===== src/rtl/axil_mmio_pkg.sv =====
// Shared constants and types for the MMIO AXI-Lite demultiplexer.
package axil_mmio_pkg;

  localparam logic [1:0] RESP_OKAY   = 2'b00;
  localparam logic [1:0] RESP_DECERR = 2'b11;

  // Write-path state machine
  typedef enum logic [1:0] {
    W_IDLE = 2'd0,
    W_FWD  = 2'd1,
    W_RESP = 2'd2,
    W_ERR  = 2'd3
  } wstate_e;

  // Read-path state machine
  typedef enum logic [1:0] {
    R_IDLE = 2'd0,
    R_FWD  = 2'd1,
    R_RESP = 2'd2,
    R_ERR  = 2'd3
  } rstate_e;

  // Downstream port selected by the address decoder
  typedef enum logic [1:0] {
    SEL_M0   = 2'd0,
    SEL_M1   = 2'd1,
    SEL_MISS = 2'd2
  } sel_e;

endpackage


===== src/rtl/axil_mmio_decode.sv =====
// Combinational address decoder: maps an address to a downstream port or a miss.
module axil_mmio_decode
  import axil_mmio_pkg::*;
#(
  parameter int unsigned           ADDR_WIDTH = 32,
  parameter logic [ADDR_WIDTH-1:0] M0_BASE    = 32'h4060_0000,
  parameter logic [ADDR_WIDTH-1:0] M0_MASK    = 32'hFFFF_F000,
  parameter logic [ADDR_WIDTH-1:0] M1_BASE    = 32'h3800_0000,
  parameter logic [ADDR_WIDTH-1:0] M1_MASK    = 32'hFFFF_0000
) (
  input  logic [ADDR_WIDTH-1:0] i_addr,
  output sel_e                  o_sel
);

  // Port 0 wins when both windows match
  always_comb begin
    o_sel = SEL_MISS;
    if ((i_addr & M0_MASK) == M0_BASE) begin
      o_sel = SEL_M0;
    end else if ((i_addr & M1_MASK) == M1_BASE) begin
      o_sel = SEL_M1;
    end
  end

endmodule


===== src/rtl/axil_mmio_demux.sv =====
// AXI4-Lite 1-to-2 demux for MMIO peripherals; unmapped addresses answer DECERR locally.
// Independent read and write paths, one outstanding transaction each, all outputs registered.
module axil_mmio_demux
  import axil_mmio_pkg::*;
#(
  parameter int unsigned           ADDR_WIDTH = 32,
  parameter int unsigned           DATA_WIDTH = 32,
  parameter logic [ADDR_WIDTH-1:0] M0_BASE    = 32'h4060_0000,
  parameter logic [ADDR_WIDTH-1:0] M0_MASK    = 32'hFFFF_F000,
  parameter logic [ADDR_WIDTH-1:0] M1_BASE    = 32'h3800_0000,
  parameter logic [ADDR_WIDTH-1:0] M1_MASK    = 32'hFFFF_0000
) (
  input  logic                    clk,
  input  logic                    rst,
  // upstream
  input  logic [ADDR_WIDTH-1:0]   s_axil_awaddr,
  input  logic [2:0]              s_axil_awprot,
  input  logic                    s_axil_awvalid,
  output logic                    s_axil_awready,
  input  logic [DATA_WIDTH-1:0]   s_axil_wdata,
  input  logic [DATA_WIDTH/8-1:0] s_axil_wstrb,
  input  logic                    s_axil_wvalid,
  output logic                    s_axil_wready,
  output logic [1:0]              s_axil_bresp,
  output logic                    s_axil_bvalid,
  input  logic                    s_axil_bready,
  input  logic [ADDR_WIDTH-1:0]   s_axil_araddr,
  input  logic [2:0]              s_axil_arprot,
  input  logic                    s_axil_arvalid,
  output logic                    s_axil_arready,
  output logic [DATA_WIDTH-1:0]   s_axil_rdata,
  output logic [1:0]              s_axil_rresp,
  output logic                    s_axil_rvalid,
  input  logic                    s_axil_rready,
  // port 0
  output logic [ADDR_WIDTH-1:0]   m0_axil_awaddr,
  output logic [2:0]              m0_axil_awprot,
  output logic                    m0_axil_awvalid,
  input  logic                    m0_axil_awready,
  output logic [DATA_WIDTH-1:0]   m0_axil_wdata,
  output logic [DATA_WIDTH/8-1:0] m0_axil_wstrb,
  output logic                    m0_axil_wvalid,
  input  logic                    m0_axil_wready,
  input  logic [1:0]              m0_axil_bresp,
  input  logic                    m0_axil_bvalid,
  output logic                    m0_axil_bready,
  output logic [ADDR_WIDTH-1:0]   m0_axil_araddr,
  output logic [2:0]              m0_axil_arprot,
  output logic                    m0_axil_arvalid,
  input  logic                    m0_axil_arready,
  input  logic [DATA_WIDTH-1:0]   m0_axil_rdata,
  input  logic [1:0]              m0_axil_rresp,
  input  logic                    m0_axil_rvalid,
  output logic                    m0_axil_rready,
  // port 1
  output logic [ADDR_WIDTH-1:0]   m1_axil_awaddr,
  output logic [2:0]              m1_axil_awprot,
  output logic                    m1_axil_awvalid,
  input  logic                    m1_axil_awready,
  output logic [DATA_WIDTH-1:0]   m1_axil_wdata,
  output logic [DATA_WIDTH/8-1:0] m1_axil_wstrb,
  output logic                    m1_axil_wvalid,
  input  logic                    m1_axil_wready,
  input  logic [1:0]              m1_axil_bresp,
  input  logic                    m1_axil_bvalid,
  output logic                    m1_axil_bready,
  output logic [ADDR_WIDTH-1:0]   m1_axil_araddr,
  output logic [2:0]              m1_axil_arprot,
  output logic                    m1_axil_arvalid,
  input  logic                    m1_axil_arready,
  input  logic [DATA_WIDTH-1:0]   m1_axil_rdata,
  input  logic [1:0]              m1_axil_rresp,
  input  logic                    m1_axil_rvalid,
  output logic                    m1_axil_rready
);

  // ---------------- write path ----------------
  wstate_e                 r_wstate;
  sel_e                    r_wsel;
  logic                    r_awready, r_wready, r_aw_held, r_w_held;
  logic [ADDR_WIDTH-1:0]   r_awaddr;
  logic [2:0]              r_awprot;
  logic [DATA_WIDTH-1:0]   r_wdata;
  logic [DATA_WIDTH/8-1:0] r_wstrb;
  logic                    r_m_awvalid, r_m_wvalid, r_m_bready;
  logic                    r_bvalid;
  logic [1:0]              r_bresp;

  logic                    w_aw_hs, w_w_hs;
  logic [ADDR_WIDTH-1:0]   w_aw_addr;
  sel_e                    w_wdec_sel;
  logic                    w_m_awready, w_m_wready, w_m_bvalid;
  logic [1:0]              w_m_bresp;

  assign w_aw_hs   = r_awready && s_axil_awvalid;
  assign w_w_hs    = r_wready && s_axil_wvalid;
  // Decode the address being captured this cycle so the forward starts one cycle later
  assign w_aw_addr = w_aw_hs ? s_axil_awaddr : r_awaddr;

  assign w_m_awready = (r_wsel == SEL_M1) ? m1_axil_awready : m0_axil_awready;
  assign w_m_wready  = (r_wsel == SEL_M1) ? m1_axil_wready  : m0_axil_wready;
  assign w_m_bvalid  = (r_wsel == SEL_M1) ? m1_axil_bvalid  : m0_axil_bvalid;
  assign w_m_bresp   = (r_wsel == SEL_M1) ? m1_axil_bresp   : m0_axil_bresp;

  axil_mmio_decode #(
    .ADDR_WIDTH (ADDR_WIDTH),
    .M0_BASE    (M0_BASE),
    .M0_MASK    (M0_MASK),
    .M1_BASE    (M1_BASE),
    .M1_MASK    (M1_MASK)
  ) u_wdec (
    .i_addr (w_aw_addr),
    .o_sel  (w_wdec_sel)
  );

  // Write FSM: capture AW/W independently, forward or answer DECERR, relay the response
  always_ff @(posedge clk) begin
    if (!rst) begin
      r_wstate    <= W_IDLE;
      r_wsel      <= SEL_MISS;
      r_awready   <= 1'b0;
      r_wready    <= 1'b0;
      r_aw_held   <= 1'b0;
      r_w_held    <= 1'b0;
      r_awaddr    <= '0;
      r_awprot    <= '0;
      r_wdata     <= '0;
      r_wstrb     <= '0;
      r_m_awvalid <= 1'b0;
      r_m_wvalid  <= 1'b0;
      r_m_bready  <= 1'b0;
      r_bvalid    <= 1'b0;
      r_bresp     <= '0;
    end else begin
      unique case (r_wstate)
        W_IDLE: begin
          if (w_aw_hs) begin
            r_awaddr  <= s_axil_awaddr;
            r_awprot  <= s_axil_awprot;
            r_aw_held <= 1'b1;
            r_awready <= 1'b0;
          end else if (!r_aw_held) begin
            r_awready <= 1'b1;
          end
          if (w_w_hs) begin
            r_wdata  <= s_axil_wdata;
            r_wstrb  <= s_axil_wstrb;
            r_w_held <= 1'b1;
            r_wready <= 1'b0;
          end else if (!r_w_held) begin
            r_wready <= 1'b1;
          end
          if ((r_aw_held || w_aw_hs) && (r_w_held || w_w_hs)) begin
            r_aw_held <= 1'b0;
            r_w_held  <= 1'b0;
            r_awready <= 1'b0;
            r_wready  <= 1'b0;
            r_wsel    <= w_wdec_sel;
            if (w_wdec_sel == SEL_MISS) begin
              r_wstate <= W_ERR;
              r_bvalid <= 1'b1;
              r_bresp  <= RESP_DECERR;
            end else begin
              r_wstate    <= W_FWD;
              r_m_awvalid <= 1'b1;
              r_m_wvalid  <= 1'b1;
            end
          end
        end
        W_FWD: begin
          if (r_m_awvalid && w_m_awready) r_m_awvalid <= 1'b0;
          if (r_m_wvalid && w_m_wready) r_m_wvalid <= 1'b0;
          if ((!r_m_awvalid || w_m_awready) && (!r_m_wvalid || w_m_wready)) begin
            r_wstate   <= W_RESP;
            r_m_bready <= 1'b1;
          end
        end
        W_RESP: begin
          if (r_m_bready && w_m_bvalid) begin
            r_m_bready <= 1'b0;
            r_bvalid   <= 1'b1;
            r_bresp    <= w_m_bresp;
          end else if (r_bvalid && s_axil_bready) begin
            r_bvalid  <= 1'b0;
            r_wstate  <= W_IDLE;
            r_awready <= 1'b1;
            r_wready  <= 1'b1;
          end
        end
        W_ERR: begin
          if (s_axil_bready) begin
            r_bvalid  <= 1'b0;
            r_wstate  <= W_IDLE;
            r_awready <= 1'b1;
            r_wready  <= 1'b1;
          end
        end
        default: r_wstate <= W_IDLE;
      endcase
    end
  end

  // ---------------- read path ----------------
  rstate_e               r_rstate;
  sel_e                  r_rsel;
  logic                  r_arready;
  logic [ADDR_WIDTH-1:0] r_araddr;
  logic [2:0]            r_arprot;
  logic                  r_m_arvalid, r_m_rready;
  logic                  r_rvalid;
  logic [DATA_WIDTH-1:0] r_rdata;
  logic [1:0]            r_rresp;

  logic                  w_ar_hs;
  sel_e                  w_rdec_sel;
  logic                  w_m_arready, w_m_rvalid;
  logic [DATA_WIDTH-1:0] w_m_rdata;
  logic [1:0]            w_m_rresp;

  assign w_ar_hs     = r_arready && s_axil_arvalid;
  assign w_m_arready = (r_rsel == SEL_M1) ? m1_axil_arready : m0_axil_arready;
  assign w_m_rvalid  = (r_rsel == SEL_M1) ? m1_axil_rvalid  : m0_axil_rvalid;
  assign w_m_rdata   = (r_rsel == SEL_M1) ? m1_axil_rdata   : m0_axil_rdata;
  assign w_m_rresp   = (r_rsel == SEL_M1) ? m1_axil_rresp   : m0_axil_rresp;

  axil_mmio_decode #(
    .ADDR_WIDTH (ADDR_WIDTH),
    .M0_BASE    (M0_BASE),
    .M0_MASK    (M0_MASK),
    .M1_BASE    (M1_BASE),
    .M1_MASK    (M1_MASK)
  ) u_rdec (
    .i_addr (s_axil_araddr),
    .o_sel  (w_rdec_sel)
  );

  // Read FSM: capture AR, forward or answer DECERR with zero data, relay the response
  always_ff @(posedge clk) begin
    if (!rst) begin
      r_rstate    <= R_IDLE;
      r_rsel      <= SEL_MISS;
      r_arready   <= 1'b0;
      r_araddr    <= '0;
      r_arprot    <= '0;
      r_m_arvalid <= 1'b0;
      r_m_rready  <= 1'b0;
      r_rvalid    <= 1'b0;
      r_rdata     <= '0;
      r_rresp     <= '0;
    end else begin
      unique case (r_rstate)
        R_IDLE: begin
          if (w_ar_hs) begin
            r_araddr  <= s_axil_araddr;
            r_arprot  <= s_axil_arprot;
            r_arready <= 1'b0;
            r_rsel    <= w_rdec_sel;
            if (w_rdec_sel == SEL_MISS) begin
              r_rstate <= R_ERR;
              r_rvalid <= 1'b1;
              r_rdata  <= '0;
              r_rresp  <= RESP_DECERR;
            end else begin
              r_rstate    <= R_FWD;
              r_m_arvalid <= 1'b1;
            end
          end else begin
            r_arready <= 1'b1;
          end
        end
        R_FWD: begin
          if (w_m_arready) begin
            r_m_arvalid <= 1'b0;
            r_m_rready  <= 1'b1;
            r_rstate    <= R_RESP;
          end
        end
        R_RESP: begin
          if (r_m_rready && w_m_rvalid) begin
            r_m_rready <= 1'b0;
            r_rvalid   <= 1'b1;
            r_rdata    <= w_m_rdata;
            r_rresp    <= w_m_rresp;
          end else if (r_rvalid && s_axil_rready) begin
            r_rvalid  <= 1'b0;
            r_rstate  <= R_IDLE;
            r_arready <= 1'b1;
          end
        end
        R_ERR: begin
          if (s_axil_rready) begin
            r_rvalid  <= 1'b0;
            r_rstate  <= R_IDLE;
            r_arready <= 1'b1;
          end
        end
        default: r_rstate <= R_IDLE;
      endcase
    end
  end

  // ---------------- outputs (all from registers) ----------------
  assign s_axil_awready = r_awready;
  assign s_axil_wready  = r_wready;
  assign s_axil_bvalid  = r_bvalid;
  assign s_axil_bresp   = r_bresp;
  assign s_axil_arready = r_arready;
  assign s_axil_rvalid  = r_rvalid;
  assign s_axil_rdata   = r_rdata;
  assign s_axil_rresp   = r_rresp;

  assign m0_axil_awaddr  = r_awaddr;
  assign m0_axil_awprot  = r_awprot;
  assign m0_axil_wdata   = r_wdata;
  assign m0_axil_wstrb   = r_wstrb;
  assign m0_axil_araddr  = r_araddr;
  assign m0_axil_arprot  = r_arprot;
  assign m0_axil_awvalid = r_m_awvalid && (r_wsel == SEL_M0);
  assign m0_axil_wvalid  = r_m_wvalid && (r_wsel == SEL_M0);
  assign m0_axil_bready  = r_m_bready && (r_wsel == SEL_M0);
  assign m0_axil_arvalid = r_m_arvalid && (r_rsel == SEL_M0);
  assign m0_axil_rready  = r_m_rready && (r_rsel == SEL_M0);

  assign m1_axil_awaddr  = r_awaddr;
  assign m1_axil_awprot  = r_awprot;
  assign m1_axil_wdata   = r_wdata;
  assign m1_axil_wstrb   = r_wstrb;
  assign m1_axil_araddr  = r_araddr;
  assign m1_axil_arprot  = r_arprot;
  assign m1_axil_awvalid = r_m_awvalid && (r_wsel == SEL_M1);
  assign m1_axil_wvalid  = r_m_wvalid && (r_wsel == SEL_M1);
  assign m1_axil_bready  = r_m_bready && (r_wsel == SEL_M1);
  assign m1_axil_arvalid = r_m_arvalid && (r_rsel == SEL_M1);
  assign m1_axil_rready  = r_m_rready && (r_rsel == SEL_M1);

endmodule


===== config.mk =====
export PLATFORM = sky130hd
export DESIGN_NAME = axil_mmio_demux
export DESIGN_NICKNAME = d
export VERILOG_FILES = /design/src/rtl/axil_mmio_pkg.sv /design/src/rtl/axil_mmio_decode.sv /design/src/rtl/axil_mmio_demux.sv
export SDC_FILE = /design/constraint.sdc
export NUM_CORES = 1
export LEC_CHECK = 0
export ABC_AREA = 1
export BUFFER_PORTS_ARGS = -buffer_cell sky130_fd_sc_hd__buf_2
export CAP_MARGIN = 15
export CORE_AREA = 2 2 177 179
export DETAILED_ROUTE_END_ITERATION = 6
export DIE_AREA = 0 0 179 181
export GPL_TIMING_DRIVEN = 0
export PLACE_DENSITY_LB_ADDON = 0.1
export SLEW_MARGIN = 5
export SYNTH_ARGS = -nofsm -noshare
export SYNTH_HDL_FRONTEND = slang
export SYNTH_HIERARCHICAL = 1
export SYNTH_SLANG_ARGS = --single-unit

===== constraint.sdc =====
create_clock -name clk -period 7.3 [get_ports clk]
set_clock_uncertainty 0.2 [all_clocks]
set_input_delay 1.825 -clock clk [delete_from_list [all_inputs] [get_ports clk]]
set_output_delay 1.825 -clock clk [all_outputs]
set_load 0.005 [all_outputs]

Yosys cells after proc, flatten, opt, wreduce, memory -nomap -nowiden
Cells that the tools add are included.
{"block": "totals", "reg_bits": 162, "inputBits": 195, "output_inout_bits": 263, "wordCells": 210}
{"block": "op_classes", "eq_ne": 36, "mux": 87, "reduce_logical": 61}
{"op": "$mux W32", "count": 5}
{"op": "$pmux W32 S2", "count": 1}
{"op": "$mux W2", "count": 24}
{"op": "$mux W1", "count": 43}
{"op": "$eq A20 B19 Y1 const B", "count": 2}
{"op": "$ne A2 B2 Y1 const B", "count": 18}
{"op": "$eq A16 B14 Y1 const B", "count": 2}
{"op": "$reduce_and A5 Y1", "count": 6}
{"op": "$reduce_and A4 Y1", "count": 6}
{"op": "$logic_and A1 B1 Y1", "count": 21}
{"op": "$pmux W2 S4", "count": 2}
{"op": "$reduce_bool A2 Y1", "count": 8}
{"op": "$pmux W1 S3", "count": 5}
{"op": "$eq A2 B2 Y1 const B", "count": 6}
{"op": "$reduce_and A2 Y1", "count": 6}
{"op": "$pmux W1 S2", "count": 5}
{"op": "$eq A2 B1 Y1 const B", "count": 4}
{"op": "$logic_not A2 Y1", "count": 4}
{"op": "$ne A4 B4 Y1 const B", "count": 2}
{"op": "$pmux W2 S2", "count": 2}
{"op": "$ne A3 B3 Y1 const B", "count": 2}
{"op": "$reduce_and A3 Y1", "count": 2}
{"op": "$reduce_bool A3 Y1", "count": 2}
{"op": "$logic_or A1 B1 Y1", "count": 4}
{"op": "$logic_not A1 Y1", "count": 2}

Logic depth before layout (Yosys ltp)
{"block": "depth", "ltp_word": 9, "depth_mapped": 18, "ltp_nobuf": 17}

Modules after synthesis
Netlist, hierarchy kept.
{"module": "axil_mmio_demux", "instances": 1, "cells_each": 1148, "area_each_um2": 7703.6}
{"module": "axil_mmio_decode", "instances": 2, "cells_each": 33, "area_each_um2": 132.6}

Worst setup path after synthesis
Ideal clock, no wire load.
{"block": "synth_path", "path_type": "input -> register", "start": "in s_axil_awvalid", "end": "reg r_bresp[0], in the netlist s_axil_bresp[0]", "setup_time_ps": 113, "arrival_time_ps": 3388, "slack_ps": 3599, "path_stages": 17, "n_path_buf": 1, "cell_sequence": "nand2_1 > clkbuf_1 > nand2_1 > nand2_1 > inv_1 > nand2_1 > nor2_1 > nand3_1 > nor2_1 > nor2_1 > inv_1 > nor2_1 > nand2_1 > a21oi_2 > nand2_1 > nand2_1 > nor2_1"}
{"block": "synth_via", "elab_chain_len": 8}
{"element": "start, declared", "line_no": "axil_mmio_demux.sv:18", "rtl": "input logic s_axil_awvalid,"}
{"element": "$logic_and A1 B1 Y1 *", "line_no": "axil_mmio_demux.sv:95", "rtl": "assign w_aw_hs = r_awready && s_axil_awvalid;"}
{"element": "$mux W32 *"}
{"element": "named net w_aw_addr[20]", "line_no": "axil_mmio_demux.sv:90", "rtl": "logic [ADDR_WIDTH-1:0] w_aw_addr;"}
{"element": "$eq A16 B14 Y1", "line_no": "axil_mmio_decode.sv:20", "rtl": "end else if ((i_addr & M1_MASK) == M1_BASE) begin"}
{"element": "$mux W2", "line_no": "axil_mmio_decode.sv:20"}
{"element": "$mux W2 *", "line_no": "axil_mmio_decode.sv:18", "rtl": "if ((i_addr & M0_MASK) == M0_BASE) begin"}
{"element": "named net w_wdec_sel[1]", "line_no": "axil_mmio_demux.sv:91", "rtl": "sel_e w_wdec_sel;"}
{"element": "$eq A2 B2 Y1 *", "line_no": "axil_mmio_demux.sv:159", "rtl": "if (w_wdec_sel == SEL_MISS) begin"}
{"element": "$ne A2 B2 Y1 (no source line) *"}
{"element": "$reduce_and A4 Y1 (no source line) *"}
{"element": "end signal, assigned", "line_no": "axil_mmio_demux.sv:182", "rtl": "r_bresp <= w_m_bresp;"}
{"element": "end, declared", "line_no": "axil_mmio_demux.sv:87", "rtl": "logic [1:0] r_bresp;"}
Mark *: on every way through the listed nets, which the timed path passes. The rest lies on a longest branch.
A chain may end at the register's enable or synchronous reset.

Worst setup path in the final report
{"block": "layout_path", "start": "in s_axil_awvalid", "end": "reg r_bresp[1], in the netlist s_axil_bresp[1]"}
Same word-level chain as after synthesis.

==> results_dict.tcl <==
set metrics [dict create \
    initial_core_util_pct 26.2 \
    fin_crit_sh_pct 53.2 \
    cp_max_fo 10 \
    clkSinkCount 162 \
    dp_hpwl_um 24100 \
    power_switching_mw 1.58 \
    power_density_nw_per_um2 347 \
    rr_endpoint "s_axil_bresp[1]" \
    p_sw_share_pct 40.1 \
    grt_pass1_wl_um 45400 \
    drc 0 \
    grt_usage_pct 18.2 \
    cts-buffers-inserted 17 \
    r2r_start "s_axil_awready" \
    multiInputGateArea_um2 3420 \
    hp-start "r_w_held" \
    hp-class "reg2reg" \
    cts_max_path_buffers 2 \
    cts_resized 0 \
    combPwrFrac_pct 42.4 \
    worstMarginPinSlew_ns 0.659 \
    grt_setup_unrepaired "false" \
    finalNetCount 1879 \
    port_buffers 457 \
    hold_buffers 0 \
    drt_iter0_markers 291 \
    setup-violations-final 0 \
    syn_area_um2 7950 \
    status "finished clean" \
    totalPowerFinal_mw 3.93 \
    hold_viol 0 \
    antenna_found_initial 4 \
    cts_tree "built" \
    area_growth_pct 42.7 \
    drv_slew 0 \
    dr_total_vias 8847 \
    synthCells 1208 \
    fillers 3399 \
    min_to "r_w_held" \
    endpoint_kind "flop" \
    dr.pass1.iters 7 \
    critical_path.startpoint_type "input port" \
    peakVddDrop_v 0.000143 \
    grt_overflow_total 0 \
    seqPwrFrac_pct 33.8 \
    route.detailed.wl_per_inst_um 14.5 \
    relSlewSlack_pct 56.1 \
    postCtsSetupRepairBufs 0 \
    clk_latency_ns 0.43 \
    leakage_nw 6.31 \
    period_minus_slack_ns 3.88 \
    synth.avg_cell_area_um2 6.58 \
    crit_type "in2reg" \
    cts.htree.levels 4 \
    wirelength_um 30300 \
    maxCapViolCount 0 \
    grt_max_degree 18 \
    clockRootBuffer "clkbuf_16" \
    intPower_mw 2.36 \
    crit_start "s_axil_awvalid" \
    ff_latch_area_um2 3240 \
    syn_nets 1403 \
    path_clk_slew_ns 0.07 \
    routabilityCongestion 0.799 \
    rows 64 \
    grt_pass1_vias 8278 \
    setup_tns_ns 0 \
    worstPathArrival_ns 4.00 \
    dieArea_um2 32400 \
    yosysWarnings 6 \
    io_pins 458 \
    fmax_mhz 258 \
    drive_above_1_share_pct 36.9 \
    worstHoldPathCells 2 \
    r2r_cells 16 \
    core-area_um2 30300 \
    clock_power_share_pct 23.8 \
    antenna_left 0 \
    vias_per_cell 4.22 \
    r2r_slack_ns 4.57 \
    required_ns 7.42 \
    die_h_um 181 \
    die_w_um 179 \
]
[per-stage QoR]
| stage | hold WS, ns | util, % | cells | setup WS (ns) | cell area, µm² |
|---|---|---|---|---|---|
| 2_1_floorplan | 0.244 | - | 1208 | 3.60 | 7950 |
| 3_3_place_gp | 0.257 | 35.4 | 2061 | 2.96 | 10700 |
| 3_5_place_dp | 0.266 | 35.4 | 2061 | 2.93 | 10700 |
| 4_1_cts | 0.277 | 37.3 | 2093 | 3.36 | 11300 |
| 5_1_grt | 0.288 | 37.4 | 2096 | 3.10 | 11300 |
| 6_report | 0.271 | 37.4 | 2096 | 3.42 | 11300 |
[cell type report]
cell class,instances,area share (%)
Multi-Input combinational cell,819,30.1
Sequential cell,162,28.6
Timing Repair Buffer,457,20.2
Buffer,163,9.20
Tap cell,396,4.37
Clock buffer,18,3.87
Inverter,64,2.14
Clock inverter,14,1.47
Antenna cell,3,0.0662
[power groups by stage]
stage,Combinational (mW),Sequential [mW],Clock (mW)
after floorplan,0.998,1.33,0
after global placement,1.69,1.35,0
after global routing,1.91,1.37,1.00
after CTS,1.70,1.34,0.973
after detailed placement,1.69,1.35,0
final,1.67,1.33,0.935
[metal layers]
| metal | vias to the layer above | track usage (%) | routed length [µm] |
|---|---|---|---|
| li1 | 4619 | - | - |
| met1 | 3919 | 21.9 | 13100 |
| met2 | 278 | 32.0 | 15100 |
| met3 | 29 | 4.04 | 1680 |
| met4 | 2 | 5.43 | 535 |
| met5 | - | 0 | 12 |
[placed cells by master, fill, tap and decap left out, types with 2 or more instances in the layout]
cell type / n
a21oi_1: 71
a31oi_1: 3
buf_1: 7
buf_2: 466
buf_4: 108
buf_6: 2
clkbuf_1: 37
clkbuf_16: 17
clkinv_8: 2
clkinvlp_4: 2
dfxtp_1: 162
diode_2: 3
inv_1: 55
inv_2: 8
inv_6: 4
inv_8: 4
nand2_1: 294
nand2_2: 2
nand3_1: 18
nand4_1: 5
nor2_1: 303
nor2_2: 2
nor2_4: 3
nor3_1: 3
o21ai_0: 110
[worst max path at each step]
stage,end,slack [ns],cells after the start
4_1_cts,m1_axil_rready,3.36,6
5_1_grt,s_axil_bresp[1],3.10,18
3_3_place_gp,s_axil_bresp[1],2.96,16
2_1_floorplan,s_axil_bresp[0],3.60,17
3_5_place_dp,s_axil_bresp[1],2.93,16
6_report,s_axil_bresp[1],3.42,16
[state kept, by name, summed over array words and instances (netlist names), 2 cells and up]
signal / count
r_wsel: 2
m0_axil_wdata: 32
s_axil_bresp: 2
s_axil_rresp: 2
m0_axil_arprot: 3
m0_axil_awaddr: 32
s_axil_rdata: 32
m0_axil_wstrb: 4
r_wstate: 2
m0_axil_awprot: 3
r_rsel: 2
r_rstate: 2
m0_axil_araddr: 32
[worst max-delay path: stages]
cell and delay [ns]:
buf_2 0.09, nand2_1 0.25, clkbuf_1 0.42, nand2_1 0.09, nand2_1 0.10, nor2_1 0.06
nand4_1 0.15, nor2_2 0.07, nor2_1 0.14, inv_1 0.05, nor2_1 0.16, nand2_1 0.12
a21oi_2 0.27, nand2_1 0.09, nand2_1 0.06, nor2_1 0.04
Power figures use the tool's default switching activity.
